### src/rtl/alu_pkg.sv
// Shared constants for the ALU, its op decoder and the issue controller.
// Op codes follow the classic MIPS ALU-control encoding.
package alu_pkg;

   localparam logic [3:0] OP_AND = 4'b0000;
   localparam logic [3:0] OP_OR  = 4'b0001;
   localparam logic [3:0] OP_ADD = 4'b0010;
   localparam logic [3:0] OP_SUB = 4'b0110;
   localparam logic [3:0] OP_SLT = 4'b0111;
   localparam logic [3:0] OP_NOR = 4'b1100;

   localparam logic [1:0] ALUOP_MEM   = 2'b00;
   localparam logic [1:0] ALUOP_BEQ   = 2'b01;
   localparam logic [1:0] ALUOP_RTYPE = 2'b10;

   localparam logic [5:0] FUNCT_ADD = 6'b100000;
   localparam logic [5:0] FUNCT_SUB = 6'b100010;
   localparam logic [5:0] FUNCT_AND = 6'b100100;
   localparam logic [5:0] FUNCT_OR  = 6'b100101;
   localparam logic [5:0] FUNCT_NOR = 6'b100111;
   localparam logic [5:0] FUNCT_SLT = 6'b101010;

   typedef enum logic [1:0] {
      StIdle  = 2'b00,
      StIssue = 2'b01,
      StResp  = 2'b10
   } state_e;

endpackage

### src/rtl/alu_op_decode.sv
// Maps main-decode ALUOp plus R-type funct onto a 4-bit ALU op code.
// Unknown encodings yield OP_AND with illegal raised.
module alu_op_decode
   import alu_pkg::*;
(
   input  logic [1:0] aluop,
   input  logic [5:0] funct,
   output logic [3:0] op,
   output logic       illegal
);

   always_comb begin
      op      = OP_AND;
      illegal = 1'b0;
      case (aluop)
         ALUOP_MEM: op = OP_ADD;
         ALUOP_BEQ: op = OP_SUB;
         ALUOP_RTYPE: begin
            case (funct)
               FUNCT_ADD: op = OP_ADD;
               FUNCT_SUB: op = OP_SUB;
               FUNCT_AND: op = OP_AND;
               FUNCT_OR:  op = OP_OR;
               FUNCT_NOR: op = OP_NOR;
               FUNCT_SLT: op = OP_SLT;
               default:   illegal = 1'b1;
            endcase
         end
         default: illegal = 1'b1;
      endcase
   end

endmodule

### src/rtl/alu_issue_ctrl.sv
// Sequential front end for the combinational ALU: accepts a command, drives the
// ALU for one cycle, then returns the captured result on a valid/ready channel.
module alu_issue_ctrl
   import alu_pkg::*;
#(
   parameter int unsigned WIDTH = 4
) (
   input  logic             clk,
   input  logic             rst,
   input  logic             cmd_valid,
   output logic             cmd_ready,
   input  logic [WIDTH-1:0] cmd_a,
   input  logic [WIDTH-1:0] cmd_b,
   input  logic [1:0]       cmd_aluop,
   input  logic [5:0]       cmd_funct,
   output logic [WIDTH-1:0] alu_a,
   output logic [WIDTH-1:0] alu_b,
   output logic [3:0]       alu_op,
   input  logic [WIDTH-1:0] alu_result,
   output logic             rsp_valid,
   input  logic             rsp_ready,
   output logic [WIDTH-1:0] rsp_result,
   output logic             rsp_zero,
   output logic             rsp_illegal
);

   state_e           state_q;
   logic [WIDTH-1:0] alu_a_q, alu_b_q, rsp_result_q;
   logic [3:0]       alu_op_q;
   logic             illegal_q, rsp_valid_q, rsp_zero_q, rsp_illegal_q;

   logic [3:0]       dec_op;
   logic             dec_illegal;

   alu_op_decode u_decode (
      .aluop   (cmd_aluop),
      .funct   (cmd_funct),
      .op      (dec_op),
      .illegal (dec_illegal)
   );

   always_ff @(posedge clk) begin
      if (rst) begin
         state_q       <= StIdle;
         alu_a_q       <= '0;
         alu_b_q       <= '0;
         alu_op_q      <= '0;
         illegal_q     <= 1'b0;
         rsp_valid_q   <= 1'b0;
         rsp_result_q  <= '0;
         rsp_zero_q    <= 1'b0;
         rsp_illegal_q <= 1'b0;
      end else begin
         case (state_q)
            StIdle: begin
               if (cmd_valid) begin
                  alu_a_q   <= cmd_a;
                  alu_b_q   <= cmd_b;
                  alu_op_q  <= dec_op;
                  illegal_q <= dec_illegal;
                  state_q   <= StIssue;
               end
            end
            StIssue: begin
               rsp_result_q  <= alu_result;
               rsp_zero_q    <= (alu_result == '0);
               rsp_illegal_q <= illegal_q;
               rsp_valid_q   <= 1'b1;
               state_q       <= StResp;
            end
            StResp: begin
               if (rsp_ready) begin
                  rsp_valid_q <= 1'b0;
                  state_q     <= StIdle;
               end
            end
            default: state_q <= StIdle;
         endcase
      end
   end

   // Held low while rst is asserted so no command is accepted during reset.
   assign cmd_ready   = (state_q == StIdle) && !rst;
   assign alu_a       = alu_a_q;
   assign alu_b       = alu_b_q;
   assign alu_op      = alu_op_q;
   assign rsp_valid   = rsp_valid_q;
   assign rsp_result  = rsp_result_q;
   assign rsp_zero    = rsp_zero_q;
   assign rsp_illegal = rsp_illegal_q;

endmodule

### config.mk
export PLATFORM = sky130hd
export DESIGN_NAME = alu_issue_ctrl
export DESIGN_NICKNAME = d
export VERILOG_FILES = /design/src/rtl/alu_pkg.sv /design/src/rtl/alu_op_decode.sv /design/src/rtl/alu_issue_ctrl.sv
export SDC_FILE = /design/constraint.sdc
export NUM_CORES = 1
export LEC_CHECK = 0
export BUFFER_PORTS_ARGS = -buffer_cell sky130_fd_sc_hd__buf_4
export CORE_ASPECT_RATIO = 0.7
export CORE_MARGIN = 4
export CORE_UTILIZATION = 48
export CTS_CLUSTER_DIAMETER = 120
export DETAILED_ROUTE_END_ITERATION = 8
export PLACE_DENSITY = 0.88
export RECOVER_POWER = 50
export SYNTH_ARGS = -nofsm -noshare
export SYNTH_HDL_FRONTEND = slang
export SYNTH_HIERARCHICAL = 1
export SYNTH_SLANG_ARGS = --single-unit
### constraint.sdc
create_clock -name clk -period 2.7 [get_ports clk]
set_input_delay 0.27 -clock clk [delete_from_list [all_inputs] [get_ports clk]]
set_output_delay 0.27 -clock clk [all_outputs]
set_load 0.05 [all_outputs]
=== Word-level counts from Yosys, hierarchy flattened ===
Cells that the tools add are included.

* Output and inout bits: 20
* Flip-flop bits (word level): 22
* Input bits: 24
* Word-level logic and storage cells: 41

* Eq/ne operators: 12
* Multiplexer cells: 9
* Reductions and logical operators: 11

{| class="wikitable"
|+ Operators by type and width
! operator !! count
|-
| 6-bit equality test (second input constant) || 6
|-
| 4-bit one-hot mux with 5 select lines || 1
|-
| 4-bit one-hot mux with 3 select lines || 1
|-
| 2-bit one-hot mux with 3 select lines || 1
|-
| 2-bit AND reduction || 3
|-
| 6-bit OR reduction || 1
|-
| 2-bit by 1-bit equality test with 1-bit output (second input constant) || 2
|-
| 2-bit equality test (second input constant) || 2
|-
| 2-bit logical NOT || 2
|-
| 4-bit logical NOT || 1
|-
| 2-bit two-way mux || 2
|-
| 2-bit != test (second input constant) || 2
|-
| 1-bit one-hot mux with 2 select lines || 2
|-
| 1-bit two-way mux || 2
|-
| 2-bit nonzero test || 1
|-
| 2-bit OR reduction || 1
|-
| 1-bit logical AND || 1
|-
| 1-bit logical NOT || 1
|}

=== Longest topological paths before layout ===
* Depth in word-level cells: 4
* Depth in mapped cells: 5
* Gate-level depth less buffers: 5

=== Cells and area by module ===
Netlist, hierarchy kept.

{| class="wikitable"
|+ Modules (own cells, without submodules)
! module !! area an instance (um2) !! instances !! seq. area each (um2) !! cells an instance
|-
| alu_issue_ctrl || 797.0 || 1 || 440.4 || 98
|-
| alu_op_decode || 137.6 || 1 || 0.0 || 18
|}

=== Worst setup path after synthesis ===
Ideal clock, no wire load.

* Path kind: reg-to-reg
* Start: reg state_q[0]
* End: reg state_q[0]
* Library setup time: 0.065 ns
* Arrival: 1.782 ns
* Cell stages (with the launch flop): 4
* Clock period less this slack: 1.847 ns
* Setup slack: 0.853 ns
* Path through: dfxtp_1 > clkbuf_2 > nor3_1 > and2_1

* Cells in the longest elaborated chain, start to end: 3

{| class="wikitable"
|+ RTL lines
! what !! RTL line !! text
|-
| from (decl) || alu_issue_ctrl.sv:27 || <nowiki>state_e state_q;</nowiki>
|-
| from (signal assigned) || alu_issue_ctrl.sv:44 || <nowiki>state_q <= StIdle;</nowiki>
|-
| from (signal assigned) || alu_issue_ctrl.sv:61 || <nowiki>state_q <= StIssue;</nowiki>
|-
| from (signal assigned) || alu_issue_ctrl.sv:69 || <nowiki>state_q <= StResp;</nowiki>
|-
| 2-bit equality test / 2-bit logical NOT (equally long branches) || alu_issue_ctrl.sv:54 || <nowiki>case (state_q)</nowiki>
|-
| 2-bit != test (no source line) || n/a ||
|-
| 2-bit AND reduction (no source line) || n/a ||
|}

Parallel ways exist; a longest one is shown, timed or not.
A chain may end at the register's enable or synchronous reset.

=== Worst setup path after layout ===
* Start: reg state_q[0]
* End: out cmd_ready

* Cells in the longest elaborated chain, start to end: 2

{| class="wikitable"
|+ RTL lines
! what !! RTL line !! text
|-
| 2-bit logical NOT || alu_issue_ctrl.sv:83 || <nowiki>assign cmd_ready = (state_q == StIdle) && !rst;</nowiki>
|-
| 1-bit logical AND || alu_issue_ctrl.sv:83 ||
|-
| to (decl) || alu_issue_ctrl.sv:11 || <nowiki>output logic cmd_ready,</nowiki>
|}

Every way passes these cells.

==> flow_summary.html <==
<table>
<tr><th>Metric</th><th>Value</th></tr>
<tr><th colspan="2">Critical path</th></tr>
<tr><td>Kind of end point of the critical path</td><td>output pin</td></tr>
<tr><td>Startpoint types</td><td>flop</td></tr>
<tr><td>Top fanout value on the critical path</td><td>8</td></tr>
<tr><td>CP max stage delay</td><td>slightly below 0.4 ns</td></tr>
<tr><td>Series of cell instances along the critical path</td><td>nor3_1, buf_4</td></tr>
<tr><td>Critical path class</td><td>reg -&gt; out</td></tr>
<tr><td>Req. time, crit path</td><td>~2.4 ns</td></tr>
<tr><td>Cell at the slowest stage of the critical path</td><td>sky130_fd_sc_hd__dfxtp_1</td></tr>
<tr><td>Crit path arrival time</td><td>between 1 and 1.5 ns</td></tr>
<tr><th colspan="2">Placed design</th></tr>
<tr><td>Final estimated routing congestion in global placement</td><td>about 0.76</td></tr>
<tr><td>HPWL after detailed placement</td><td>1.69 mm</td></tr>
<tr><td>Number of buffers inserted by port buffering</td><td>43</td></tr>
<tr><th colspan="2">Floorplan</th></tr>
<tr><td>Area of the die</td><td>about 2700 um2</td></tr>
<tr><td>IO Count</td><td>44</td></tr>
<tr><td>Vert. Die Dim</td><td>44.9 um</td></tr>
<tr><td>Die X-Extent</td><td>60.7 um</td></tr>
<tr><td>Rows</td><td>13</td></tr>
<tr><td>Area of the core</td><td>around 1900 um2</td></tr>
<tr><td>Starting density of the core</td><td>just over 50%</td></tr>
<tr><th colspan="2">Timing</th></tr>
<tr><td>Max transition margin</td><td>47.3%</td></tr>
<tr><td>Final Max Slew Viols</td><td>0</td></tr>
<tr><td>Period utilisation layout</td><td>about 56%</td></tr>
<tr><td>Min Hold Slack</td><td>roughly 0.18 ns</td></tr>
<tr><td>Slew at the pin with the worst max-slew slack</td><td>just under 0.8 ns</td></tr>
<tr><td>RSZ-0062 raised after global routing</td><td>false</td></tr>
<tr><td>Fin Setup TNS</td><td>0 ns</td></tr>
<tr><td>Final-report setup violation count</td><td>0</td></tr>
<tr><td>Count of final hold-check violations</td><td>0</td></tr>
<tr><td>Clock period minus worst slack</td><td>about 1.5 ns</td></tr>
<tr><td>Final setup skew</td><td>slightly below 0.004 ns</td></tr>
<tr><td>Highest attainable clock frequency</td><td>0.659 GHz</td></tr>
<tr><th colspan="2">Cells and area</th></tr>
<tr><td>Fill count</td><td>180</td></tr>
<tr><td>Ratio of cells with drive above 1 in the final layout</td><td>about a quarter</td></tr>
<tr><td>Most common cell after layout, fill and taps aside</td><td>sky130_fd_sc_hd__nand2_1</td></tr>
<tr><td>Area growth from synthesis to layout</td><td>33.2%</td></tr>
<tr><td>Number of antenna cells inserted</td><td>0</td></tr>
<tr><td>Most frequent cells in the layout</td><td>sky130_fd_sc_hd__nand2_1, sky130_fd_sc_hd__buf_4, sky130_fd_sc_hd__dfxtp_1</td></tr>
<tr><td>Number of nets in the finished design</td><td>~180</td></tr>
<tr><th colspan="2">Yosys</th></tr>
<tr><td>Post-Synthesis Mean Instance Area</td><td>roughly 8 um2</td></tr>
<tr><td>Synthesized-area fraction occupied by and/or/nand/nor cells</td><td>between 30% and 40%</td></tr>
<tr><td>Fraction of the yosys area taken by sequential cells</td><td>47.1%</td></tr>
<tr><td>Parity-gate share of the synthesized area counting xor and xnor cells</td><td>0%</td></tr>
<tr><td>Number of synthesized register bits</td><td>22</td></tr>
<tr><td>Number of library cell types mapped by synthesis</td><td>27</td></tr>
<tr><td>Share of the synthesized area in compound gates (AO/OA/AOI/OAI)</td><td>16.7%</td></tr>
<tr><td>Combinational family with the most area after synthesis</td><td>simple AND/OR/NAND/NOR gates</td></tr>
<tr><td>Multiplexer fraction of the synthesized cell area</td><td>1.61%</td></tr>
<tr><td>Post-synthesis cell area</td><td>around 930 um2</td></tr>
<tr><td>Synth Instances</td><td>116</td></tr>
<tr><td>Number of warnings printed during yosys synthesis</td><td>6</td></tr>
<tr><td>Number of nets in the synthesized netlist</td><td>140</td></tr>
<tr><td>Arithmetic-cell share of the synthesized area counting full adders, half adders and majority gates</td><td>0%</td></tr>
<tr><th colspan="2">Detailed routing</th></tr>
<tr><td>First-iteration detailed-routing DRC count</td><td>25</td></tr>
<tr><td>Residual DRC</td><td>0</td></tr>
<tr><td>Detailed-route vias per instance</td><td>5.06</td></tr>
<tr><td>Total Wirelength</td><td>between 2 and 2.5 mm</td></tr>
<tr><td>Number of antenna-violating nets in the routed design</td><td>0</td></tr>
<tr><td>Drt pass-1 iters</td><td>4</td></tr>
<tr><td>DR vias</td><td>just over 900</td></tr>
<tr><td>Routed WL per cell</td><td>approximately 12 um</td></tr>
<tr><th colspan="2">Global route</th></tr>
<tr><td>Maximum number of pins on one net before global-route repair</td><td>23</td></tr>
<tr><td>Total routing resource utilization after global routing</td><td>around 17%</td></tr>
<tr><td>First-pass GRT wire length</td><td>between 3 and 4 mm</td></tr>
<tr><td>Overflow after GRT</td><td>0</td></tr>
<tr><td>Number of antenna violations at the first check in global routing</td><td>0</td></tr>
<tr><td>Vias in the first global route</td><td>about 840</td></tr>
<tr><th colspan="2">CTS</th></tr>
<tr><td>Htree depth</td><td>1</td></tr>
<tr><td>Clock edge transition at the registers on the reported setup and hold paths</td><td>approximately 0.11 ns</td></tr>
<tr><td>Clock sink count</td><td>22</td></tr>
<tr><td>PostCTS Resize Cnt</td><td>0</td></tr>
<tr><td>Bufs on Longest Clock Path</td><td>2</td></tr>
<tr><td>TritonCTS clock tree</td><td>done</td></tr>
<tr><td>Buffer type at the clock tree root</td><td>sky130_fd_sc_hd__clkbuf_4</td></tr>
<tr><td>Clock insertion delay at the later pin of the skew report</td><td>about 0.31 ns</td></tr>
<tr><td>Hold Buf Count CTS</td><td>0</td></tr>
<tr><td>TritonCTS Buffers</td><td>3</td></tr>
<tr><td>Number of setup buffers added after CTS</td><td>0</td></tr>
<tr><th colspan="2">Outcome</th></tr>
<tr><td>Status</td><td>complete, no violations</td></tr>
<tr><th colspan="2">Power and ir drop</th></tr>
<tr><td>Pleak</td><td>roughly 0.53 nW</td></tr>
<tr><td>Power per Cell Area</td><td>~550 nW/um2</td></tr>
<tr><td>Peak supply drop</td><td>~380 uV</td></tr>
<tr><th colspan="2">Flow run</th></tr>
<tr><td>Max-capacitance violation count</td><td>0</td></tr>
<tr><th colspan="2">Hold path</th></tr>
<tr><td>Class of the tightest hold or removal check</td><td>in -&gt; reg</td></tr>
</table>
==> state kept, by name (all words and copies together), names as in the netlist <==
| name | flops |
|---|---|
| alu_a | 4 |
| rsp_illegal | 1 |
| rsp_result | 4 |
| illegal_q | 1 |
| alu_op | 4 |
| state_q | 2 |
| alu_b | 4 |
| rsp_valid | 1 |
| rsp_zero | 1 |
==> routing by layer <==
layer | GRT usage (%) | vias up | wire length (um)
li1 | - | 474 | -
met1 | 20.9 | 400 | 935
met2 | 28.4 | 34 | 1010
met3 | 5.43 | 3 | 203
met4 | 6.49 | 0 | 22
met5 | 0 | - | 0
==> where the power goes <==
part           leakage, nW  switching (mW)  total, mW  internal, mW
Clock               0.0210          0.0953      0.178        0.0825
Sequential           0.180          0.0109      0.352         0.341
Combinational        0.327           0.103      0.158        0.0553
Total                0.528           0.209      0.688         0.479
==> per-stage QoR <==
stage	util [%]	area (um2)	instances	power (mW)	setup slack, ns
2_1_floorplan	-	935	116	0.465	0.853
3_5_place_dp	67.6	1250	176	0.527	1.31
5_1_grt	67.1	1240	180	0.722	1.09
6_report	67.1	1240	180	0.688	1.18
3_3_place_gp	67.6	1250	176	0.522	1.39
4_1_cts	69.6	1290	180	0.705	1.15
==> area by class of cell <==
class	instances	area (um2)	share of cell area (%)
Multi-Input combinational cell	87	455	36.6
Sequential cell	22	440	35.4
Timing Repair Buffer	43	278	22.3
Clock buffer	4	36.3	2.91
Tap cell	22	27.5	2.21
Inverter	2	7.51	0.603
==> worst max-delay path, delay by kind of cell (launching register included) <==
family	cells	cell delay, ns
simple gates	1	0.28
flops	1	0.39
buf+inv	1	0.26
==> path summary, 6_finish.rpt <==
path                 startpoint             to  slack [ns]  depth (start not counted)
hold / removal        cmd_valid     state_q[0]        0.18                          2
setup / recovery     state_q[0]      cmd_ready        1.18                          2
setup reg to reg     state_q[1]       alu_b[1]        1.29                          3
hold reg to reg   rsp_result[2]  rsp_result[2]        0.46                          2
==> cell families after synthesis <==
kind of cell	after synthesis
flip-flops	22
multiplexers	1
buffers and inverters	7
AND/OR/NAND/NOR	59
AO/OA/AOI/OAI	27
==> cells in the mapped netlist <==
cell type                  instances  area, um2
sky130_fd_sc_hd__buf_6             1       11.3
sky130_fd_sc_hd__inv_1             2       7.51
sky130_fd_sc_hd__nand3b_2          1       11.3
sky130_fd_sc_hd__clkbuf_2          1       5.00
sky130_fd_sc_hd__nor2b_1           1       6.26
sky130_fd_sc_hd__and2b_1           2       15.0
sky130_fd_sc_hd__a21oi_1          20        100
sky130_fd_sc_hd__and2_1            1       6.26
sky130_fd_sc_hd__clkbuf_1          2       7.51
sky130_fd_sc_hd__o21ai_2           1       8.76
sky130_fd_sc_hd__o21ai_0           2       10.0
sky130_fd_sc_hd__nor3b_2           1       12.5
sky130_fd_sc_hd__nand2b_1          2       12.5
sky130_fd_sc_hd__nor2_1            4       15.0
sky130_fd_sc_hd__or3b_4            1       11.3
sky130_fd_sc_hd__a21boi_2          1       11.3
sky130_fd_sc_hd__dfxtp_1          22        440
sky130_fd_sc_hd__nand3_1           1       5.00
sky130_fd_sc_hd__nand2_1          41        154
sky130_fd_sc_hd__a211oi_1          1       7.51
sky130_fd_sc_hd__mux2_4            1       15.0
sky130_fd_sc_hd__a41o_1            1       10.0
sky130_fd_sc_hd__nor4_1            1       6.26
sky130_fd_sc_hd__o32ai_1           1       8.76
sky130_fd_sc_hd__nor3b_4           1       18.8
sky130_fd_sc_hd__buf_4             1       7.51
sky130_fd_sc_hd__nor3_1            2       10.0
No activity file was read; power rests on OpenSTA's default activity.
